<file path="src/rtl/usb_tx_flex_counter_v2.sv">
// Multi-mode up/down counter with programmable step, load and reload values,
// wrap/saturate/one-shot terminal handling; every output is a flop.
module usb_tx_flex_counter_v2 #(
    parameter int SIZE   = 8,
    parameter int STEP_W = 4,
    parameter int MODE_W = 2
) (
    input  logic              clk,
    input  logic              n_rst,
    input  logic              clear,
    input  logic              load,
    input  logic [SIZE-1:0]   load_val,
    input  logic              count_enable,
    input  logic              dir,
    input  logic [STEP_W-1:0] step,
    input  logic [SIZE-1:0]   rollover_val,
    input  logic [SIZE-1:0]   reload_val,
    input  logic [MODE_W-1:0] mode,
    output logic [SIZE-1:0]   count_out,
    output logic              rollover_flag,
    output logic              rollover_pulse,
    output logic              done
);

    localparam logic [1:0] MODE_WRAP    = 2'b00;
    localparam logic [1:0] MODE_SAT     = 2'b01;
    localparam logic [1:0] MODE_ONESHOT = 2'b10;
    localparam logic [1:0] MODE_RSVD    = 2'b11;

    logic [SIZE-1:0] count_r;
    logic            flag_r;
    logic            pulse_r;
    logic            done_r;

    logic [SIZE-1:0] terminal_s;
    logic [SIZE-1:0] start_s;
    logic [SIZE:0]   step_ext_s;
    logic [SIZE:0]   sum_s;
    logic [SIZE:0]   floor_s;
    logic [SIZE-1:0] diff_s;
    logic            at_term_s;
    logic            advance_s;

    logic [SIZE-1:0] next_count_s;
    logic            next_pulse_s;
    logic            next_done_s;
    logic            next_flag_s;

    // Direction-dependent limits and the widened arithmetic used by the clamps
    always_comb begin
        terminal_s = dir ? reload_val : rollover_val;
        start_s    = dir ? rollover_val : reload_val;
        step_ext_s = (SIZE+1)'(step);
        sum_s      = {1'b0, count_r} + step_ext_s;
        floor_s    = {1'b0, terminal_s} + step_ext_s;
        diff_s     = count_r - step_ext_s[SIZE-1:0];
        at_term_s  = (count_r == terminal_s);
        // A finished one-shot ignores enable until clear or load re-arms it
        advance_s  = count_enable && (step != {STEP_W{1'b0}})
                     && !((mode == MODE_ONESHOT) && done_r);
    end

    // Next-state selection: clear > load > count > hold
    always_comb begin
        next_count_s = count_r;
        next_pulse_s = 1'b0;
        next_done_s  = done_r;
        if (clear) begin
            next_count_s = {SIZE{1'b0}};
            next_done_s  = 1'b0;
        end else if (load) begin
            next_count_s = load_val;
            next_done_s  = 1'b0;
        end else if (advance_s) begin
            if (at_term_s) begin
                case (mode)
                    MODE_SAT: begin
                        next_count_s = terminal_s;
                    end
                    MODE_ONESHOT: begin
                        next_count_s = terminal_s;
                        next_done_s  = 1'b1;
                    end
                    MODE_WRAP, MODE_RSVD: begin
                        next_count_s = start_s;
                        // Degenerate window: wrapping lands back on terminal
                        next_pulse_s = (start_s == terminal_s);
                    end
                    default: begin
                        next_count_s = start_s;
                        next_pulse_s = (start_s == terminal_s);
                    end
                endcase
            end else if (!dir) begin
                if (sum_s >= {1'b0, terminal_s}) begin
                    next_count_s = terminal_s;
                    next_pulse_s = 1'b1;
                end else begin
                    next_count_s = sum_s[SIZE-1:0];
                    next_pulse_s = 1'b0;
                end
            end else begin
                if ({1'b0, count_r} < floor_s) begin
                    next_count_s = terminal_s;
                    next_pulse_s = 1'b1;
                end else begin
                    next_count_s = diff_s;
                    // Exact landing on terminal via subtraction also strobes
                    next_pulse_s = (diff_s == terminal_s);
                end
            end
        end else begin
            next_count_s = count_r;
            next_pulse_s = 1'b0;
        end
        next_flag_s = (next_count_s == terminal_s);
    end

    // State and output registers with asynchronous active-low reset
    always_ff @(posedge clk or negedge n_rst) begin
        if (!n_rst) begin
            count_r <= {SIZE{1'b0}};
            flag_r  <= 1'b0;
            pulse_r <= 1'b0;
            done_r  <= 1'b0;
        end else begin
            count_r <= next_count_s;
            flag_r  <= next_flag_s;
            pulse_r <= next_pulse_s;
            done_r  <= next_done_s;
        end
    end

    assign count_out      = count_r;
    assign rollover_flag  = flag_r;
    assign rollover_pulse = pulse_r;
    assign done           = done_r;

endmodule

</file>
<file path="config.mk">
export PLATFORM = sky130hd
export DESIGN_NAME = usb_tx_flex_counter_v2
export DESIGN_NICKNAME = d
export VERILOG_FILES = /design/src/rtl/usb_tx_flex_counter_v2.sv
export SDC_FILE = /design/constraint.sdc
export NUM_CORES = 1
export LEC_CHECK = 0
export ABC_AREA = 1
export BUFFER_PORTS_ARGS = -buffer_cell sky130_fd_sc_hd__buf_2
export CAP_MARGIN = 20
export CORE_MARGIN = 4
export CORE_UTILIZATION = 45
export CTS_CLUSTER_DIAMETER = 30
export DETAILED_ROUTE_END_ITERATION = 8
export GPL_TIMING_DRIVEN = 0
export MAX_ROUTING_LAYER = met4
export PLACE_DENSITY = 0.63
export SETUP_SLACK_MARGIN = 0.5
export SYNTH_ARGS = -nofsm -noshare
export SYNTH_HDL_FRONTEND = slang
export SYNTH_SLANG_ARGS = --single-unit
</file>
<file path="constraint.sdc">
create_clock -name clk -period 3.7 [get_ports clk]
set_input_delay 0.185 -clock clk [delete_from_list [all_inputs] [get_ports clk]]
set_output_delay 0.185 -clock clk [all_outputs]
set_load 0.01 [all_outputs]
</file>
==> results of run 1 <==
[worst paths after layout]
| path | startpoint | end | depth (start not counted) |
|---|---|---|---|
| hold / removal | load | done | 3 |
| max in group asynchronous | n_rst | count_out[1] | 2 |
| setup reg to reg | count_out[2] | rollover_flag | 27 |
| hold reg to reg | done | done | 2 |
| min in group asynchronous | n_rst | rollover_pulse | 2 |
| setup / recovery | count_out[2] | rollover_flag | 27 |
[stage by stage]
step	hold slack, ps	cells	utilization	total power, mW
floorplan	-111	475	-	0.531
global placement	72.8	594	0.521	0.674
detailed placement	82.4	594	0.521	0.679
CTS	205	621	0.593	0.888
global route	233	636	0.631	1.04
finish	207	636	0.631	0.948
[placed cells by master (no fill, tap or decap), types with 3 or more instances in the layout]
cell / count
dfrtp_1: 8
o21ai_0: 14
inv_4: 3
xor2_1: 17
xor2_2: 5
nand4_1: 7
buf_2: 44
nand3_1: 40
nor2_2: 3
nor4_1: 4
nor2_1: 34
dfrtp_2: 3
clkbuf_1: 5
nand2_2: 17
xnor2_1: 3
o21ai_1: 6
o21ai_4: 7
ha_4: 7
nand2_1: 137
a21oi_2: 5
inv_2: 8
buf_6: 3
nand3_2: 9
buf_4: 35
a21oi_1: 14
clkbuf_8: 3
inv_1: 67
nand2_4: 4
ha_1: 21
[final cells by class]
cell class	instances	share of cell area
well taps	75	0.0251
flip-flops and latches	11	0.0747
multi-input cells	375	0.649
plain buffers	11	0.0218
clock buffers	4	0.0121
inverters	79	0.0814
repair buffers	81	0.136
[registers in the layout, indices dropped and copies added (netlist names)]
signal	flops
done	1
rollover_flag	1
rollover_pulse	1
count_out	8
[worst register-to-register path, cell delays in order (launching register included)]
cell     delay [ps]
dfrtp_2         430
ha_1            290
buf_4           160
inv_2            60
a21oi_2         130
nand2_2         110
xor2_2          200
inv_1            70
ha_1            270
nand2_1          50
inv_1            30
nand2_1          50
nand2_1          50
nand2_1          70
nand2_2          80
nand2_4         100
nand3_4         110
nand3_2         120
nand3_2          90
nand2_1          70
nand2_1          60
nand2_1          90
nand2_2          70
nand2_1          60
nand2_1          50
nor2_1           80
nand2_1          70
nor2_1          110
[power by group]
| group | switching [mW] | internal (mW) | total (mW) |
|---|---|---|---|
| combinational | 0.405 | 0.277 | 0.682 |
| clock | 0.0473 | 0.0758 | 0.123 |
| sequential | 0.0138 | 0.129 | 0.143 |
| total | 0.466 | 0.482 | 0.948 |
[cells by family (layout without fill, tap and decap cells)]
| logic type | count (synthesis) | after routing |
|---|---|---|
| AOI/OAI and AO/OA | 53 | 53 |
| muxes | 1 | 1 |
| xor gates and xnor gates | 26 | 26 |
| DFF | 11 | 11 |
| and+or+nand+nor | 263 | 264 |
| adders and majority gates | 31 | 31 |
| buffers and inverters | 90 | 175 |
[per-layer routing]
| layer | vias to the layer above | track usage | wire, um |
|---|---|---|---|
| met5 | - | - | 0 |
| met4 | 0 | 0.0763 | 263 |
| met3 | 16 | 0.0144 | 470 |
| met2 | 100 | 0.434 | 4430 |
| met1 | 1481 | 0.338 | 4170 |
| li1 | 1681 | - | - |
[what timing repair did]
item / CTS / global route
endpoints found under the hold margin: 11 / 0
hold buffers: 1 / 0
gates resized for setup: 48 / 28
gates cloned: 1 / 0
endpoints found under the setup margin: 10 / 9
setup buffers: 21 / 15
pin swaps: 32 / 28
==> flow_summary.ini, run 1 <==
[sta]
timing.fmax_mhz = 311
finalSetupTns_ps = 0
period_minus_slack_ps = 3210
tightest_slew_ps = 762
hold_viol_final = 0
setup_slack_ps = 487
final_max_slew_viol_count = 0
setup_violations = 0
max_slew_margin = 0.487
grt_setup_unrepaired = yes
fin_worst_skew_ps = 5.30
period_share = 0.868

[drt]
routed_wl_um = 9330
vias = 3278
first_iter_violations = 201
first_pass_iters = 4
detail_route.wl_per_cell_um = 14.7
ant_nets = 0
routed_via_density = 5.15
drc = 0

[clock_tree]
clock_latency_ps = 240
cts-buffers-inserted = 3
cts_max_level = 1
cts_root_buf = clkbuf_8
clk_pin_slew_ps = 50
clock_path_buffers = 2
clock-sinks = 11
cts_tree = done

[layout]
stdcell_area_um2 = 3740
synthToLayoutAreaGrowth_pct = 36.3
drive_gt1_frac = 0.301
diodes = 0
fillers = 602
multi_input_area_um2 = 2430
seqCellArea_um2 = 279
nNetsFinal = 629

[logic_synthesis]
yosysTopAreaCellShare = 0.211
synth.most_common_cell = nand2_1
ys_async_sr_fraction = 1.00
yosys_warnings = 0
syn_area_um2 = 2740
ys_types = 38
avgSynthCellArea_um2 = 5.77
yosys-top-cells-count = nand2_1, inv_1, nand3_1
ys_seq_area_frac = 0.100
synth-compound-area-share = 0.117
netlist_instances = 475
muxShareOfSynthArea = 0.00365
ys_ff_latch = 11
synth_top_family_by_area = simple AND/OR/NAND/NOR gates
synth_xor_area_frac = 0.0885
synthSimpleGateAreaFrac = 0.408
synth_nets = 542
synthTopCellsByArea = nand2_1, ha_1, inv_1
synth-edff-count = 0
synth_fa_ha_area_frac = 0.150
synth-main-ff-cell = dfrtp_1
yosysTopAreaCell = nand2_1

[global_route]
first_global_vias = 3128
grt-ovfl-total = 0
grt_pass1_wl_um = 14700
antenna_found_initial = 0
track_usage = 0.260
grt_max_degree = 12

[worst_setup_path]
critPathMaxStageDelay_ps = 430
arrival_ps = 3380
criticalPathCategory = reg2reg
cp_data_required_time_ps = 3870
worst_setup_path_start_kind = register
critPathMostFrequentCell = nand2_1
path_delay_family = simple AND/OR/NAND/NOR gates
cp_slowest_cell = dfrtp_2
crit_path_end_kind = register
cp_max_fo = 7
ff2ff_setup_slack_ps = 490
path_buf_inv = 4

[place]
place_congestion = 0.937
dpl.hpwl_um = 6930
placed_area_um2 = 3090
port_buffers = 44
post-place-ws_ps = -122

[job]
drv_cap = 0

[floorplanning]
rows = 28
die_area_um2 = 7400
die_w_um = 86.1
num_io_pins = 47
floorplan.core_area_um2 = 5920
initial_core_util = 0.463
dieHeight_um = 86.1

[outcome]
outcome = finished, final reports clean

[power_and_ir_drop]
p_per_area_nw_per_um2 = 254
p_leak_nw = 2.13
vdd_drop_max_v = 0.000218

[worst_hold_path]
min_path_type = in2reg
No activity file was read; power rests on OpenSTA's default activity.
==> inputs of run 2 (changes only) <==
--- a/config.mk
+++ b/config.mk
@@ -8,13 +8,13 @@
 export ABC_AREA = 1
 export BUFFER_PORTS_ARGS = -buffer_cell sky130_fd_sc_hd__buf_2
 export CAP_MARGIN = 20
-export CORE_MARGIN = 4
+export CORE_MARGIN = 1
 export CORE_UTILIZATION = 45
 export CTS_CLUSTER_DIAMETER = 30
 export DETAILED_ROUTE_END_ITERATION = 8
 export GPL_TIMING_DRIVEN = 0
 export MAX_ROUTING_LAYER = met4
-export PLACE_DENSITY = 0.63
+export PLACE_DENSITY = 0.66
 export SETUP_SLACK_MARGIN = 0.5
 export SYNTH_ARGS = -nofsm -noshare
 export SYNTH_HDL_FRONTEND = slang
==> constraint.sdc (replaced) <==
create_clock -name clk -period 2.7 [get_ports clk]
set_input_delay 0.135 -clock clk [delete_from_list [all_inputs] [get_ports clk]]
set_output_delay 0.135 -clock clk [all_outputs]
set_load 0.01 [all_outputs]
==> run 2 against run 1 <==
Die area decreased by 13%. Largest cell class unchanged. The run now ends with negative setup slack left. First-iteration DRC count decreased by 8.5%. Global-route usage increased by 4.9 points. Highest routed layer unchanged.
==> flow_summary.ini, run 2 (synthesis results as in run 1) <==
[worst_setup_path]
cp_slowest_cell = dfrtp_1
cp_data_required_time_ps = 2870
critPathMaxStageDelay_ps = 420
worstRegToRegCells = 28
timing.rr.end = rollover_flag
ff2ff_setup_slack_ps = -560
crit_path_end_kind = register
cp_max_fo = 8
criticalPathCategory = reg2reg
arrival_ps = 3440
rr_startpoint = count_out[0]
critPathMostFrequentCell = nand2_1
path_buf_inv = 4
worst_setup_path_start_kind = register
path_delay_family = simple AND/OR/NAND/NOR gates

[sta]
hold_viol_final = 0
setup_violations = 10
setup_slack_ps = -563
period_minus_slack_ps = 3260
period_share = 1.21
grt_setup_unrepaired = yes
fin_worst_skew_ps = 5.99
max_slew_margin = 0.465
finalSetupTns_ps = -3200
tightest_slew_ps = 794
final_max_slew_viol_count = 0
timing.fmax_mhz = 306

[drt]
drc = 0
routed_wl_um = 9680
ant_nets = 0
vias = 3324
detail_route.wl_per_cell_um = 15.2
first_iter_violations = 184
routed_via_density = 5.23
first_pass_iters = 4

[floorplanning]
initial_core_util = 0.466
dieHeight_um = 80.1
rows = 28
floorplan.core_area_um2 = 5890
die_w_um = 80.1
die_area_um2 = 6410
num_io_pins = 47

[worst_hold_path]
whs_endpoint = done
hold_start = load
min_path_type = in2reg
holdPathStages = 3

[layout]
fillers = 566
mostFrequentLayoutCell = nand2_1
fin_util = 0.657
stdcell_area_um2 = 3870
diodes = 0
nNetsFinal = 629
synthToLayoutAreaGrowth_pct = 41.1
drive_gt1_frac = 0.353
largest_register_ffs = 8
final_cell_mix = nand2_1, inv_1, buf_2

[global_route]
track_usage = 0.309
grt_max_degree = 12
first_global_vias = 2959
antenna_found_initial = 0
grt-ovfl-total = 0
grt_pass1_wl_um = 14700

[clock_tree]
cts-buffers-inserted = 3
cts_max_level = 1
clock_path_buffers = 2
clock-sinks = 11
clk_pin_slew_ps = 50
cts_tree = done
clock_latency_ps = 250
cts_root_buf = clkbuf_8

[place]
placed_area_um2 = 3120
port_buffers = 44
dpl.hpwl_um = 6830
place_congestion = 0.987

[job]
drv_cap = 0

[outcome]
outcome = finished, violations left
violations = negative setup slack

[power_and_ir_drop]
vdd_drop_max_v = 0.000343
p_leak_nw = 2.17
p_per_area_nw_per_um2 = 352
## run 2: power by group
| part | internal, mW | switching [mW] |
|---|---|---|
| Combinational | 0.408 | 0.591 |
| Clock | 0.104 | 0.0661 |
| Sequential | 0.177 | 0.0160 |
| Total | 0.689 | 0.673 |
## run 2: worst max path at each step
| stage | cells after the start | end | slack [ps] | start |
|---|---|---|---|---|
| 6_report | 28 | rollover_flag | -560 | count_out[0] |
| 5_1_grt | 27 | rollover_flag | -750 | count_out[0] |
| 4_1_cts | 28 | rollover_flag | -540 | count_out[0] |
| 3_5_place_dp | 27 | rollover_flag | -1170 | dir |
| 3_3_place_gp | 29 | rollover_flag | -1170 | dir |
| 2_1_floorplan | 31 | rollover_flag | -340 | dir |
## run 2: per-layer routing
layer  GRT usage  routed length [um]  up-vias
met5           -                   0        -
met1       0.430                4610     1556
met2       0.497                4650       74
li1            -                   -     1683
met4      0.0714                 112        0
met3      0.0102                 305       11
## run 2: layout make-up
| cell class | count | area, um2 | area share |
|---|---|---|---|
| multi-input cells | 374 | 2540 | 0.656 |
| repair buffers | 82 | 515 | 0.133 |
| inverters | 79 | 302 | 0.0780 |
| flip-flops and latches | 11 | 279 | 0.0721 |
| plain buffers | 11 | 93.8 | 0.0243 |
| well taps | 75 | 93.8 | 0.0243 |
| clock buffers | 4 | 45.0 | 0.0116 |
## run 2: timing repair
item | in CTS | in global routing
endpoints found under the setup margin | 10 | 10
cloned | 0 | 0
pin swaps | 18 | 48
endpoints found under the hold margin | 11 | 0
setup buffers | 21 | 16
hold buffers | 1 | 0
resized for setup | 43 | 57
## run 2: worst register-to-register path: cells and delay by family, from the launching register on
kind | cells | cell delay (ps)
adder cells (fa/ha/maj) | 3 | 880
XOR/XNOR | 1 | 160
flip-flops | 1 | 420
buffers and inverters | 4 | 320
AND/OR/NAND/NOR | 20 | 1410
## run 2: per-stage QoR
stage / worst slack, ps / power, mW / hold slack, ps / instances
2_1_floorplan: -338 / 0.738 / -161 / 475
3_3_place_gp: -1170 / 0.929 / 18.4 / 594
3_5_place_dp: -1170 / 0.942 / 21.9 / 594
4_1_cts: -540 / 1.23 / 159 / 620
5_1_grt: -746 / 1.47 / 182 / 636
6_report: -563 / 1.36 / 153 / 636
